`config.mk`:
```
export PLATFORM = sky130hd
export DESIGN_NAME = brew_sequencer
export DESIGN_NICKNAME = d
export VERILOG_FILES = /design/src/rtl/brew_pkg.sv /design/src/rtl/tick_prescaler.sv /design/src/rtl/brew_sequencer.sv
export SDC_FILE = /design/constraint.sdc
export NUM_CORES = 1
export LEC_CHECK = 0
export ABC_AREA = 0
export CORE_ASPECT_RATIO = 1.75
export CORE_MARGIN = 2
export CORE_UTILIZATION = 50
export CTS_BUF_LIST = sky130_fd_sc_hd__clkbuf_2
export DETAILED_ROUTE_END_ITERATION = 12
export PLACE_DENSITY = 0.69
export RECOVER_POWER = 25
export REMOVE_ABC_BUFFERS = 1
export SYNTH_ARGS = -nofsm -noshare
export SYNTH_HDL_FRONTEND = slang
export SYNTH_SLANG_ARGS = --single-unit
```
`constraint.sdc`:
```
create_clock -name clock -period 8.3 [get_ports clock]
set_clock_uncertainty 0.1 [all_clocks]
set_input_delay 1.66 -clock clock [delete_from_list [all_inputs] [get_ports clock]]
set_output_delay 1.66 -clock clock [all_outputs]
set_load 0.1 [all_outputs]
```
`src/rtl/brew_pkg.sv`:
```
// Shared types and the drink recipe table for the brew sequencer.
package brew_pkg;

    typedef enum logic [1:0] {
        IDLE,
        DISPENSE,
        DONE
    } state_t;

    // Valve phases in dispensing order; the encoding doubles as the valve bit index.
    typedef enum logic [2:0] {
        WATER,
        COFFEE,
        SUGAR,
        MILK,
        CHOCOLATE
    } phase_t;

    // Price in 100-unit coins and per-valve durations in one-second ticks.
    typedef struct packed {
        logic [3:0] price;
        logic [1:0] water;
        logic [1:0] coffee;
        logic [1:0] sugar;
        logic [1:0] milk;
        logic [1:0] chocolate;
    } recipe_t;

    localparam logic [2:0] MAX_TYPE = 3'd4;

    localparam recipe_t RECIPE_TABLE [5] = '{
        '{price: 4'd2, water: 2'd2, coffee: 2'd2, sugar: 2'd0, milk: 2'd0, chocolate: 2'd0},
        '{price: 4'd3, water: 2'd1, coffee: 2'd2, sugar: 2'd0, milk: 2'd2, chocolate: 2'd0},
        '{price: 4'd4, water: 2'd1, coffee: 2'd1, sugar: 2'd1, milk: 2'd1, chocolate: 2'd2},
        '{price: 4'd3, water: 2'd2, coffee: 2'd0, sugar: 2'd1, milk: 2'd0, chocolate: 2'd3},
        '{price: 4'd2, water: 2'd2, coffee: 2'd2, sugar: 2'd1, milk: 2'd0, chocolate: 2'd0}
    };

    function automatic logic type_invalid(input logic [2:0] t);
        return t > MAX_TYPE;
    endfunction

    // Invalid selections map to an all-zero recipe; callers gate on type_invalid().
    function automatic recipe_t recipe_lookup(input logic [2:0] t);
        if (type_invalid(t)) begin
            return '0;
        end
        return RECIPE_TABLE[t];
    endfunction

    function automatic logic [1:0] phase_duration(input recipe_t r, input phase_t p);
        case (p)
            WATER:     return r.water;
            COFFEE:    return r.coffee;
            SUGAR:     return r.sugar;
            MILK:      return r.milk;
            CHOCOLATE: return r.chocolate;
            default:   return 2'd0;
        endcase
    endfunction

    function automatic phase_t next_phase(input phase_t p);
        case (p)
            WATER:   return COFFEE;
            COFFEE:  return SUGAR;
            SUGAR:   return MILK;
            MILK:    return CHOCOLATE;
            default: return CHOCOLATE;
        endcase
    endfunction

    // One-hot valve vector for a phase; zero-duration phases keep every valve closed.
    function automatic logic [4:0] valve_mask(input recipe_t r, input phase_t p);
        if (phase_duration(r, p) == 2'd0) begin
            return 5'b00000;
        end
        return 5'b00001 << p;
    endfunction

endpackage

```
`src/rtl/tick_prescaler.sv`:
```
// Divides the system clock into a one-cycle tick every TICK_DIV cycles.
module tick_prescaler #(
    parameter int TICK_DIV = 50_000_000
) (
    input  logic clock,
    input  logic reset,
    input  logic clear,
    output logic tick
);

    localparam int CW = (TICK_DIV > 1) ? $clog2(TICK_DIV) : 1;
    localparam logic [CW-1:0] LAST = CW'(TICK_DIV - 1);

    logic [CW-1:0] count_q;

    // Free-running modulo-TICK_DIV counter, restarted by clear on phase entry.
    always_ff @(posedge clock) begin
        // NOTE: sequential state is assigned with <= so every register samples pre-edge values.
        if (!reset || clear) begin
            count_q <= '0;
        end else if (count_q == LAST) begin
            count_q <= '0;
        end else begin
            count_q <= count_q + CW'(1);
        end
    end

    assign tick = (count_q == LAST);

endmodule

```
`src/rtl/brew_sequencer.sv`:
```
// Coffee machine controller: coin credit, drink validation, change and valve sequencing.
module brew_sequencer
    import brew_pkg::*;
#(
    parameter int TICK_DIV   = 50_000_000,
    parameter int MAX_CREDIT = 9,
    parameter int DONE_TICKS = 2
) (
    input  logic       clock,
    input  logic       reset,
    input  logic       coin_100,
    input  logic       coin_500,
    input  logic [2:0] coffee_type,
    input  logic       confirm,
    output logic [3:0] credit,
    output logic [3:0] change,
    output logic       water,
    output logic       coffee,
    output logic       sugar,
    output logic       milk,
    output logic       chocolate,
    output logic       finished,
    output logic       busy,
    output logic       error
);

    localparam int TW = 8;

    state_t      state_q, state_n;
    phase_t      phase_q, phase_n;
    logic [2:0]  type_q, type_n;
    logic [TW-1:0] ticks_q, ticks_n;
    logic [3:0]  credit_q, credit_n;
    logic [3:0]  change_q, change_n;
    logic [4:0]  valves_q, valves_n;
    logic        finished_q, finished_n;
    logic        busy_q, busy_n;
    logic        error_q, error_n;

    logic        coin_100_q, coin_500_q, confirm_q;
    logic        coin_100_edge, coin_500_edge, coin_edge, confirm_edge;
    logic [3:0]  coin_add;
    logic [4:0]  credit_sum;
    recipe_t     sel, cur_recipe;
    logic [1:0]  cur_dur;
    phase_t      nxt;
    logic        tick, presc_clear;

    tick_prescaler #(
        .TICK_DIV (TICK_DIV)
    ) u_prescaler (
        .clock (clock),
        .reset (reset),
        .clear (presc_clear),
        .tick  (tick)
    );

    // Edge history follows the inputs even in reset, so switches held through reset never fire.
    always_ff @(posedge clock) begin
        // NOTE: these history flops deliberately have no reset branch; loading the live input is their reset value.
        coin_100_q <= coin_100;
        coin_500_q <= coin_500;
        confirm_q  <= confirm;
    end

    assign coin_100_edge = coin_100 & ~coin_100_q;
    assign coin_500_edge = coin_500 & ~coin_500_q;
    assign coin_edge     = coin_100_edge | coin_500_edge;
    assign confirm_edge  = confirm & ~confirm_q;

    assign coin_add   = (coin_100_edge ? 4'd1 : 4'd0) + (coin_500_edge ? 4'd5 : 4'd0);
    assign credit_sum = {1'b0, credit_q} + {1'b0, coin_add};
    assign sel        = recipe_lookup(coffee_type);
    assign cur_recipe = recipe_lookup(type_q);
    assign cur_dur    = phase_duration(cur_recipe, phase_q);
    assign nxt        = next_phase(phase_q);

    // Next-state and registered-output logic for the IDLE / DISPENSE / DONE scheduler.
    always_comb begin
        // NOTE: every variable gets its hold value first so no path can infer a latch.
        state_n     = state_q;
        phase_n     = phase_q;
        type_n      = type_q;
        ticks_n     = ticks_q;
        credit_n    = credit_q;
        change_n    = change_q;
        valves_n    = valves_q;
        finished_n  = finished_q;
        busy_n      = busy_q;
        error_n     = error_q;
        presc_clear = 1'b0;

        case (state_q)
            IDLE: begin
                presc_clear = 1'b1;
                // A coin edge wins over a coincident confirm so money is never dropped.
                if (coin_edge) begin
                    if (credit_sum > 5'(MAX_CREDIT)) begin
                        credit_n = 4'(MAX_CREDIT);
                    end else begin
                        credit_n = credit_sum[3:0];
                    end
                    change_n = 4'd0;
                    error_n  = 1'b0;
                end else if (confirm_edge) begin
                    if (type_invalid(coffee_type) || (credit_q < sel.price)) begin
                        error_n = 1'b1;
                    end else begin
                        change_n = credit_q - sel.price;
                        credit_n = 4'd0;
                        error_n  = 1'b0;
                        type_n   = coffee_type;
                        phase_n  = WATER;
                        state_n  = DISPENSE;
                        busy_n   = 1'b1;
                        ticks_n  = TW'(sel.water);
                        valves_n = valve_mask(sel, WATER);
                    end
                end
            end

            DISPENSE: begin
                if ((cur_dur == 2'd0) || (tick && (ticks_q == TW'(1)))) begin
                    presc_clear = 1'b1;
                    if (phase_q == CHOCOLATE) begin
                        state_n    = DONE;
                        finished_n = 1'b1;
                        valves_n   = 5'b00000;
                        ticks_n    = TW'(DONE_TICKS);
                    end else begin
                        phase_n  = nxt;
                        ticks_n  = TW'(phase_duration(cur_recipe, nxt));
                        valves_n = valve_mask(cur_recipe, nxt);
                    end
                end else if (tick) begin
                    ticks_n = ticks_q - TW'(1);
                end
            end

            DONE: begin
                if (tick) begin
                    if (ticks_q <= TW'(1)) begin
                        state_n     = IDLE;
                        finished_n  = 1'b0;
                        busy_n      = 1'b0;
                        presc_clear = 1'b1;
                    end else begin
                        ticks_n = ticks_q - TW'(1);
                    end
                end
            end

            default: begin
                state_n    = IDLE;
                valves_n   = 5'b00000;
                finished_n = 1'b0;
                busy_n     = 1'b0;
            end
        endcase
    end

    // State and output registers with synchronous active-low reset that aborts any brew.
    always_ff @(posedge clock) begin
        if (!reset) begin
            state_q    <= IDLE;
            phase_q    <= WATER;
            type_q     <= 3'd0;
            ticks_q    <= '0;
            credit_q   <= 4'd0;
            change_q   <= 4'd0;
            valves_q   <= 5'b00000;
            finished_q <= 1'b0;
            busy_q     <= 1'b0;
            error_q    <= 1'b0;
        end else begin
            state_q    <= state_n;
            phase_q    <= phase_n;
            type_q     <= type_n;
            ticks_q    <= ticks_n;
            credit_q   <= credit_n;
            change_q   <= change_n;
            valves_q   <= valves_n;
            finished_q <= finished_n;
            busy_q     <= busy_n;
            error_q    <= error_n;
        end
    end

    assign credit    = credit_q;
    assign change    = change_q;
    assign water     = valves_q[0];
    assign coffee    = valves_q[1];
    assign sugar     = valves_q[2];
    assign milk      = valves_q[3];
    assign chocolate = valves_q[4];
    assign finished  = finished_q;
    assign busy      = busy_q;
    assign error     = error_q;

endmodule

```
Word-level counts from Yosys, hierarchy flattened
Memory sizes are Yosys's and may differ from the RTL's. Index checks and enable logic that the tools add are counted.

Add/subtract/negate cells: 5. $lt $le $gt $ge: 7. Equal/unequal tests: 23. Shifts and indexed selects: 1. Mux-type cells: 87. Bitwise gates (word level): 14. Reductions and logical operators: 24.

Operators with widths (count): 14-bit 2-to-1 mux (4); 8-bit 2-to-1 mux (7); 5-bit 2-to-1 mux (9); 10-bit 2-to-1 mux (4); 2-bit 2-to-1 mux (15); 4-bit 2-to-1 mux (7); 26-bit by 1-bit adder with 26-bit output (second input constant) (1); 26-bit == test (second input constant) (1); 1-bit 2-to-1 mux (25); 8-bit case mux with 3 select lines (1); 2-bit != test (second input constant) (10); 2-bit case mux with 5 select lines (2); 3-bit 2-to-1 mux (6); 5-bit case mux with 3 select lines (1); 7-bit AND reduction (2); 3-bit by 2-bit == test with 1-bit output (second input constant) (4); 6-bit AND reduction (2); 5-bit AND reduction (2); 1-bit case mux with 3 select lines (3); 3-bit case mux with 3 select lines (1); 8-bit by 1-bit == test with 1-bit output (second input constant) (1); 4-bit greater-or-equal comparator (second input constant) (2); 8-bit by 1-bit <= comparator with 1-bit output (second input constant) (1); 2-bit logical NOT (4); other kinds (29) (46).

Register bits after elaboration: 61. Memory bits (read-only): 224. Bits of input ports: 8. Output and inout port bits: 16. Word-level logic and storage cells: 177. Memories: 2.

Memory list: (no name shown) (words 8, bits a word 14, read ports 1, clocked after memory_dff 0, wr ports 0, line brew_pkg.sv:48) `return RECIPE_TABLE[t];`; (no name shown) (words 8, bits a word 14, read ports 1, clocked after memory_dff 0, wr ports 0, line brew_pkg.sv:48).

Logic depth before layout (Yosys ltp)
Gate-level depths: netlist of the first run.

Depth after elaboration: 22. Mapped depth: 12. Gate-level depth less buffers: 11.

Modules after synthesis
From an unflattened synthesis of the first run, not the netlist that was laid out.

Cell total of the unflattened synthesis: 433. Area total of the unflattened synthesis: 3752.3 um^2.

By module, submodules not included: brew_sequencer (times used 1, cells an instance 288, area an instance 2463.6 um^2, seq. area each 700.7 um^2); tick_prescaler (times used 1, cells an instance 145, area an instance 1288.7 um^2, seq. area each 520.5 um^2).

Worst setup path before layout of the first run
Ideal clock, no wire load.

Path type: in2reg. From: input port coffee_type[0]. To: register ticks_q[1]. Setup time: 0.120 ns. Data arrival time: 3.820 ns. Data required time: 8.080 ns. Setup slack: 4.260 ns. Cell stages on the path: 11. Path buffers: 1. Path through: inv_1 -> nor2_1 -> ha_1 -> fa_1 -> nor2b_1 -> o311a_1 -> nand3_1 -> a221o_1 -> a31o_1 -> buf_6 -> o31a_1.

Longest elaborated chain between the ends: 9. Elaborated cells between the ends (all ways): 15. Those cells by class: order compare (2); eq/ne (1); mux (8); bitwise (1); reduce/logical (2); memory (1).

RTL lines: start, declared (line brew_sequencer.sv:13) `input logic [2:0] coffee_type,`; 3-bit NOT with 4-bit output (not written as such) (line brew_pkg.sv:48); memory read 8 x 14 bit; 14-bit 2-to-1 mux (not written as such) (2 in a row) (line brew_pkg.sv:48); 14-bit 2-to-1 mux (line brew_pkg.sv:48); 4-bit less-than comparator or 8-bit 2-to-1 mux (tied branches) (line brew_sequencer.sv:106) `if (type_invalid(coffee_type) || (credit_q < sel.price)) begin`; 1-bit logical OR or 8-bit 2-to-1 mux (tied branches) (line brew_sequencer.sv:106, brew_sequencer.sv:105); 2-bit != test (no source line) or 8-bit 2-to-1 mux (tied branches); 7-bit AND reduction (no source line) or 8-bit case mux with 3 select lines (tied branches); end signal, assigned (line brew_sequencer.sv:179) `ticks_q <= ticks_n;`; end, declared (line brew_sequencer.sv:32) `logic [TW-1:0] ticks_q, ticks_n;`.

Several ways; a longest one is shown, not always the timed one. The select of a mux whose other input is x is not followed. A chain may end at the register's enable or synchronous reset.

Final worst setup path of the first run
From: input port coffee_type[0]. To: register ticks_q[7].

Longest elaborated chain between the ends: 9. Elaborated cells between the ends (all ways): 11. Those cells by class: order compare (2); eq/ne (1); mux (4); bitwise (1); reduce/logical (2); memory (1).

RTL lines (line): 3-bit NOT with 4-bit output (not written as such) (brew_pkg.sv:48); memory read 8 x 14 bit; 14-bit 2-to-1 mux (not written as such) (2 in a row) (brew_pkg.sv:48); 14-bit 2-to-1 mux (brew_pkg.sv:48); 4-bit less-than comparator (brew_sequencer.sv:106); 1-bit logical OR * (brew_sequencer.sv:106); 2-bit != test (no source line) *; 7-bit AND reduction (no source line) *.

Every way passes the cells marked *; elsewhere a longest branch is shown, timed or not. The select of a mux whose other input is x is not followed.

==> results.sh, run 1 <==
export IMPL_hold_path_class="reg2reg"
export IMPL_ys_types=66
export IMPL_slew_headroom=0.3525
export IMPL_drt_iter0_markers=140
export IMPL_grt_pass1_wl_mm=12.75
export IMPL_seq_area_frac_synth=0.3536
export IMPL_finalSetupViolations=0
export IMPL_worst_pin_slew_ps=968.2
export IMPL_ios=24
export IMPL_maxCapViolations=0
export IMPL_syn_area_um2=3453
export IMPL_drv_slew=0
export IMPL_synth_area_leaders="dfxtp_1 (35%), ha_1 (6.5%), nor3_1 (4.9%)"
export IMPL_dr_pass1_iters=4
export IMPL_hold_path_end="valves_q[2]"
export IMPL_yosys_area_top_type="dfxtp_1"
export IMPL_grt_usage=0.2185
export IMPL_holdPathStages=2
export IMPL_clock_fmax_ghz=0.2209
export IMPL_placed_area_um2=3697
export IMPL_dp_final_hpwl_mm=5.586
export IMPL_crit_arrival_ps=4820
export IMPL_drc=0
export IMPL_viasPerCell=5.787
export IMPL_ys_flop_type="dfxtp_1"
export IMPL_regToRegSetupSlack_ps=5040
export IMPL_tritoncts="built"
export IMPL_clk_pin_slew_ps=170
export IMPL_gp_congestion=0.8329
export IMPL_hp_start="valves_q[2]"
export IMPL_cp_cell_sequence="clkdlybuf4s50_1, inv_1, nor2_1, ha_1, fa_1, nor2b_1, o311a_1, nand3_1, a221o_1, a31o_1, a32oi_1, o21ai_0"
export IMPL_grt_max_degree=27
export IMPL_reg2reg_from="credit[0]"
export IMPL_io_buffer_count=23
export IMPL_wl_per_cell_um=14.79
export IMPL_cts_resized_gates=0
export IMPL_cts_buffers_inserted=9
export IMPL_drtAntennaViolNets=0
export IMPL_die_area_um2=7613
export IMPL_num_fill_cells=643
export IMPL_grt_antenna_before_repair=0
export IMPL_rows=40
export IMPL_finalNetCount=456
export IMPL_vias=2986
export IMPL_grt_overflow_total=0
export IMPL_critPathKind="in2reg"
export IMPL_cts_sinks=61
export IMPL_drive_gt1_frac=0.06250
export IMPL_ctsHtreeMaxLevel=3
export IMPL_critPathSlowestCell="a221o_1"
export IMPL_dpl_cell_count=501
export IMPL_synth_top_area_share=0.3536
export IMPL_grt_pass1_vias=2830
export IMPL_critPathLaunchType="primary input"
export IMPL_initial_core_util=0.5111
export IMPL_final_util=0.5617
export IMPL_leakage_nw=1.375
export IMPL_layout_commonest_cell="dfxtp_1"
export IMPL_period_share=0.5453
export IMPL_die_h_um=113.9
export IMPL_fin_cells=516
export IMPL_setup_slack_ps=3774
export IMPL_async_reset_ff_frac=0
export IMPL_cp_end_kind="flop"
export IMPL_rsz0062_at_grt="false"
export IMPL_design_area_um2=3795
export IMPL_netlist_instances=410
export IMPL_diodes=0
export IMPL_min_period_ps=4526
export IMPL_hold_viol=0
export IMPL_power_density_nw_per_um2=144.2
export IMPL_reg2reg_depth=10
export IMPL_cts_root_buf="clkbuf_2"
export IMPL_post_cts_buffers=0
export IMPL_ys_ff_latch=61
export IMPL_hold_buffers=0
export IMPL_cp_data_required_time_ps=8590
export IMPL_clk_latency_ps=500
export IMPL_dp_slack_ps=3250
export IMPL_die_w_um=66.82
export IMPL_syn_area_per_cell_um2=8.423
export IMPL_crit_fanout=14
export IMPL_synth_edf_count=0
export IMPL_slowest_delay_ps=520
export IMPL_core_area_um2=6756
export IMPL_finalSetupTns_ps=0
export IMPL_r2r_end="ticks_q[7]"
export IMPL_layout_common_cells="dfxtp_1 (61), nor2_1 (38), nor3_1 (34)"
export IMPL_clockBufferDepth=2
export IMPL_ir_drop_uv=106.1
export IMPL_drt_wl_total_mm=7.630
export IMPL_status="finished clean"
export IMPL_area_growth_pct=9.891
export IMPL_yosys_warnings=0
[worst max-delay path: cells and delay by family]
kind	cells	cell delay, ps
and+or+nand+nor	3	630
buffers and inverters	2	560
adders and majority gates	2	580
AOI/OAI and AO/OA	5	1390
[registers in the layout, indices dropped and copies added, names as in the netlist, 2 cells and up]
register,flops
phase_q,3
type_q,3
valves_q,5
ticks_q,8
u_prescaler.count_q,26
change,4
credit,4
state_q,2
[per-layer routing]
| layer | global-route usage | part of all wire | vias up |
|---|---|---|---|
| li1 | - | - | 1508 |
| met1 | 0.2371 | 0.41 | 1408 |
| met2 | 0.3873 | 0.54 | 55 |
| met3 | 0.05227 | 0.028 | 15 |
| met4 | 0.1034 | 0.020 | 0 |
| met5 | 0 | 0 | - |
[cell usage after synthesis, drive strengths merged, types with 2 or more instances]
cell and n:
a211oi 4, a21oi 25, a22o 2, a31oi 4
a32oi 4, and2 3, and2b 2, and3 3
and4 3, buf 5, clkbuf 11, dfxtp 61
fa 2, ha 18, inv 24, nand2 29
nand2b 6, nand3 22, nand4 7, nand4b 2
nor2 40, nor2b 11, nor3 35, nor3b 2
nor4 2, o211ai 2, o21ai 14, o221ai 2
o22ai 2, o311a 3, o31ai 5, o41ai 4
or2 3, or4 2, xnor2 10, xor2 16
[area by class of cell]
cell class | instances | area [um2] | area share
multi-input cells | 309 | 2051 | 0.5404
flip-flops and latches | 61 | 1221 | 0.3218
repair buffers | 23 | 230.2 | 0.06067
well taps | 84 | 105.1 | 0.02770
inverters | 24 | 90.09 | 0.02374
clock buffers | 12 | 60.06 | 0.01583
clock inverters | 3 | 37.54 | 0.009891
[power breakdown]
part	internal [mW]	switching (mW)	total [mW]
registers	0.297	0.00430	0.301
clock network	0.0701	0.103	0.174
logic	0.0230	0.0492	0.0722
[metrics by stage]
stage | power, mW | hold WS (ps)
2_1_floorplan | 0.3596 | 349.3
3_3_place_gp | 0.3792 | 353.4
3_5_place_dp | 0.3801 | 366.7
4_1_cts | 0.5546 | 387.6
5_1_grt | 0.5751 | 398.6
6_report | 0.5472 | 381.5
[cells by family (layout without fill, tap and decap cells)]
group / after synthesis / in the layout / synth area share
xor gates and xnor gates: 26 / 26 / 0.06594
buffers and inverters: 40 / 62 / 0.05254
AOI/OAI and AO/OA: 86 / 86 / 0.1866
adders and majority gates: 20 / 20 / 0.07681
DFF: 61 / 61 / 0.3536
and+or+nand+nor: 177 / 177 / 0.2645
[worst max path at each step]
stage               cells past startpoint  slack [ps]          to            from
detailed placement                     12        3250  ticks_q[3]  coffee_type[0]
global route                           12        3570  ticks_q[5]  coffee_type[0]
finish                                 12        3770  ticks_q[7]  coffee_type[0]
CTS                                    12        3830  ticks_q[3]  coffee_type[0]
floorplan                              10        4080  ticks_q[1]  coffee_type[0]
global placement                       12        3360  ticks_q[3]  coffee_type[0]
Note: power is estimated with default switching activity, not from simulation.
==> run 2, diff against run 1 <==
- PLACE_DENSITY: 0.69 -> 0.72
- clock period: 8.3 -> 3.9 ns (I/O delays scaled with it)
==> results.sh, run 2 (synthesized netlist as in run 1, its figures left out) <==
export IMPL_status="finished clean"
export IMPL_grt_overflow_total=0
export IMPL_cts_buffers_inserted=9
export IMPL_holdPathStages=2
export IMPL_slew_headroom=0.3469
export IMPL_critPathLaunchType="primary input"
export IMPL_area_growth_pct=9.638
export IMPL_reg_top3="u_prescaler.count_q: 26 flops, ticks_q: 8 flops, valves_q: 5 flops"
export IMPL_seqPwrFrac=0.579
export IMPL_die_area_um2=7613
export IMPL_worst_path_buf_inv=3
export IMPL_critPathKind="in2reg"
export IMPL_drt_iter0_markers=154
export IMPL_dp_final_hpwl_mm=5.565
export IMPL_worst_pin_slew_ps=976.5
export IMPL_placed_area_um2=3720
export IMPL_finalSetupViolations=0
export IMPL_wl_per_cell_um=14.72
export IMPL_hold_buffers=0
export IMPL_critPathSlowestCell="dlygate4sd3_1"
export IMPL_cp_cell_sequence="dlygate4sd3_1, inv_1, ha_1, nand2_1, ha_1, nor2b_1, o311a_1, nand3_1, clkbuf_1, nand2_1, o311ai_4, nand3_1, o41ai_1"
export IMPL_drv_slew=0
export IMPL_slowest_delay_ps=560
export IMPL_setup_slack_ps=529.7
export IMPL_grt_usage=0.2224
export IMPL_finalSetupTns_ps=0
export IMPL_ir_drop_uv=228.3
export IMPL_largest_register="u_prescaler.count_q"
export IMPL_drt_wl_total_mm=7.642
export IMPL_maxCapViolations=0
export IMPL_clk_pin_slew_ps=180
export IMPL_path_delay_family="buffers and inverters"
export IMPL_period_share=0.8642
export IMPL_core_area_um2=6756
export IMPL_dp_slack_ps=160.3
export IMPL_cp_end_kind="flop"
export IMPL_power_density_nw_per_um2=293.0
export IMPL_gp_congestion=0.8298
export IMPL_hold_path_class="reg2reg"
export IMPL_power_switching_mw=0.3541
export IMPL_power_frac_comb=0.140
export IMPL_viasPerCell=5.884
export IMPL_reg2reg_depth=10
export IMPL_pwr_share_clk=0.281
export IMPL_layout_commonest_cell="dfxtp_1"
export IMPL_crit_arrival_ps=3720
export IMPL_cts_root_buf="clkbuf_2"
export IMPL_rows=40
export IMPL_rsz0062_at_grt="false"
export IMPL_grt_pass1_vias=2990
export IMPL_die_w_um=66.82
export IMPL_dr_pass1_iters=4
export IMPL_tritoncts="built"
export IMPL_grt_antenna_before_repair=0
export IMPL_cp_depth=13
export IMPL_ios=24
export IMPL_cp_data_required_time_ps=4250
export IMPL_drtAntennaViolNets=0
export IMPL_min_period_ps=3370
export IMPL_design_area_um2=3786
export IMPL_initial_core_util=0.5111
export IMPL_grt_max_degree=27
export IMPL_diodes=0
export IMPL_layout_common_cells="dfxtp_1 (61), nor2_1 (38), nor3_1 (34)"
export IMPL_grt_pass1_wl_mm=13.23
export IMPL_drc=0
export IMPL_largest_register_ff_count=26
export IMPL_clk_latency_ps=530
export IMPL_post_cts_buffers=0
export IMPL_ctsHtreeMaxLevel=3
export IMPL_vias=3054
export IMPL_die_h_um=113.9
export IMPL_io_buffer_count=23
export IMPL_p_int_mw=0.7551
export IMPL_drive_gt1_frac=0.05977
export IMPL_crit_fanout=13
export IMPL_finalNetCount=459
export IMPL_cts_sinks=61
export IMPL_hold_viol=0
export IMPL_leakage_nw=1.363
export IMPL_power_mw=1.109
export IMPL_cts_resized_gates=0
export IMPL_sw_frac_of_total=0.3192
export IMPL_clock_fmax_ghz=0.2967
export IMPL_clockBufferDepth=2
==> run 2: final cells by class <==
type	count	area (um2)
inverters	24	90.09
clock inverters	6	31.28
fillers	670	2970
clock buffers	9	45.04
well taps	84	105.1
multi-input cells	309	2048
repair buffers	26	245.2
flip-flops and latches	61	1221
==> run 2: final timing paths <==
kind | startpoint | slack (ps) | endpoint
min reg2reg | valves_q[2] | 380 | valves_q[2]
max | coffee_type[0] | 530 | valves_q[3]
max reg2reg | credit[0] | 1000 | valves_q[1]
min | valves_q[2] | 380 | valves_q[2]
==> run 2: tightest hold or removal path, stage by stage (launching register included) <==
cell and delay, ps:
dfxtp_1 350, nand3_1 60, o41ai_1 50
==> run 2: power groups by stage <==
stage                     clock network (mW)  logic (mW)  registers (mW)
after global routing                   0.345       0.171           0.644
after global placement                     0       0.155           0.655
after floorplan                            0      0.0778           0.687
after detailed placement                   0       0.157           0.655
after CTS                              0.321       0.157           0.642
final                                  0.312       0.155           0.642
==> run 2: metrics by stage <==
step	std cells	utilization	hold WS [ps]
floorplan	394	-	349.3
global placement	504	0.5506	352.1
detailed placement	504	0.5506	355.4
CTS	519	0.5619	383.6
global route	519	0.5604	403.5
finish	519	0.5604	382.2
==> run 2: layer usage <==
layer / GRT usage / vias up / wire (um) / part of all wire
met5: 0 / - / 0 / 0
met4: 0.1238 / 0 / 221 / 0.029
met1: 0.2491 / 1460 / 3208 / 0.42
met2: 0.3880 / 63 / 4006 / 0.52
met3: 0.03649 / 18 / 206 / 0.027
li1: - / 1513 / - / -
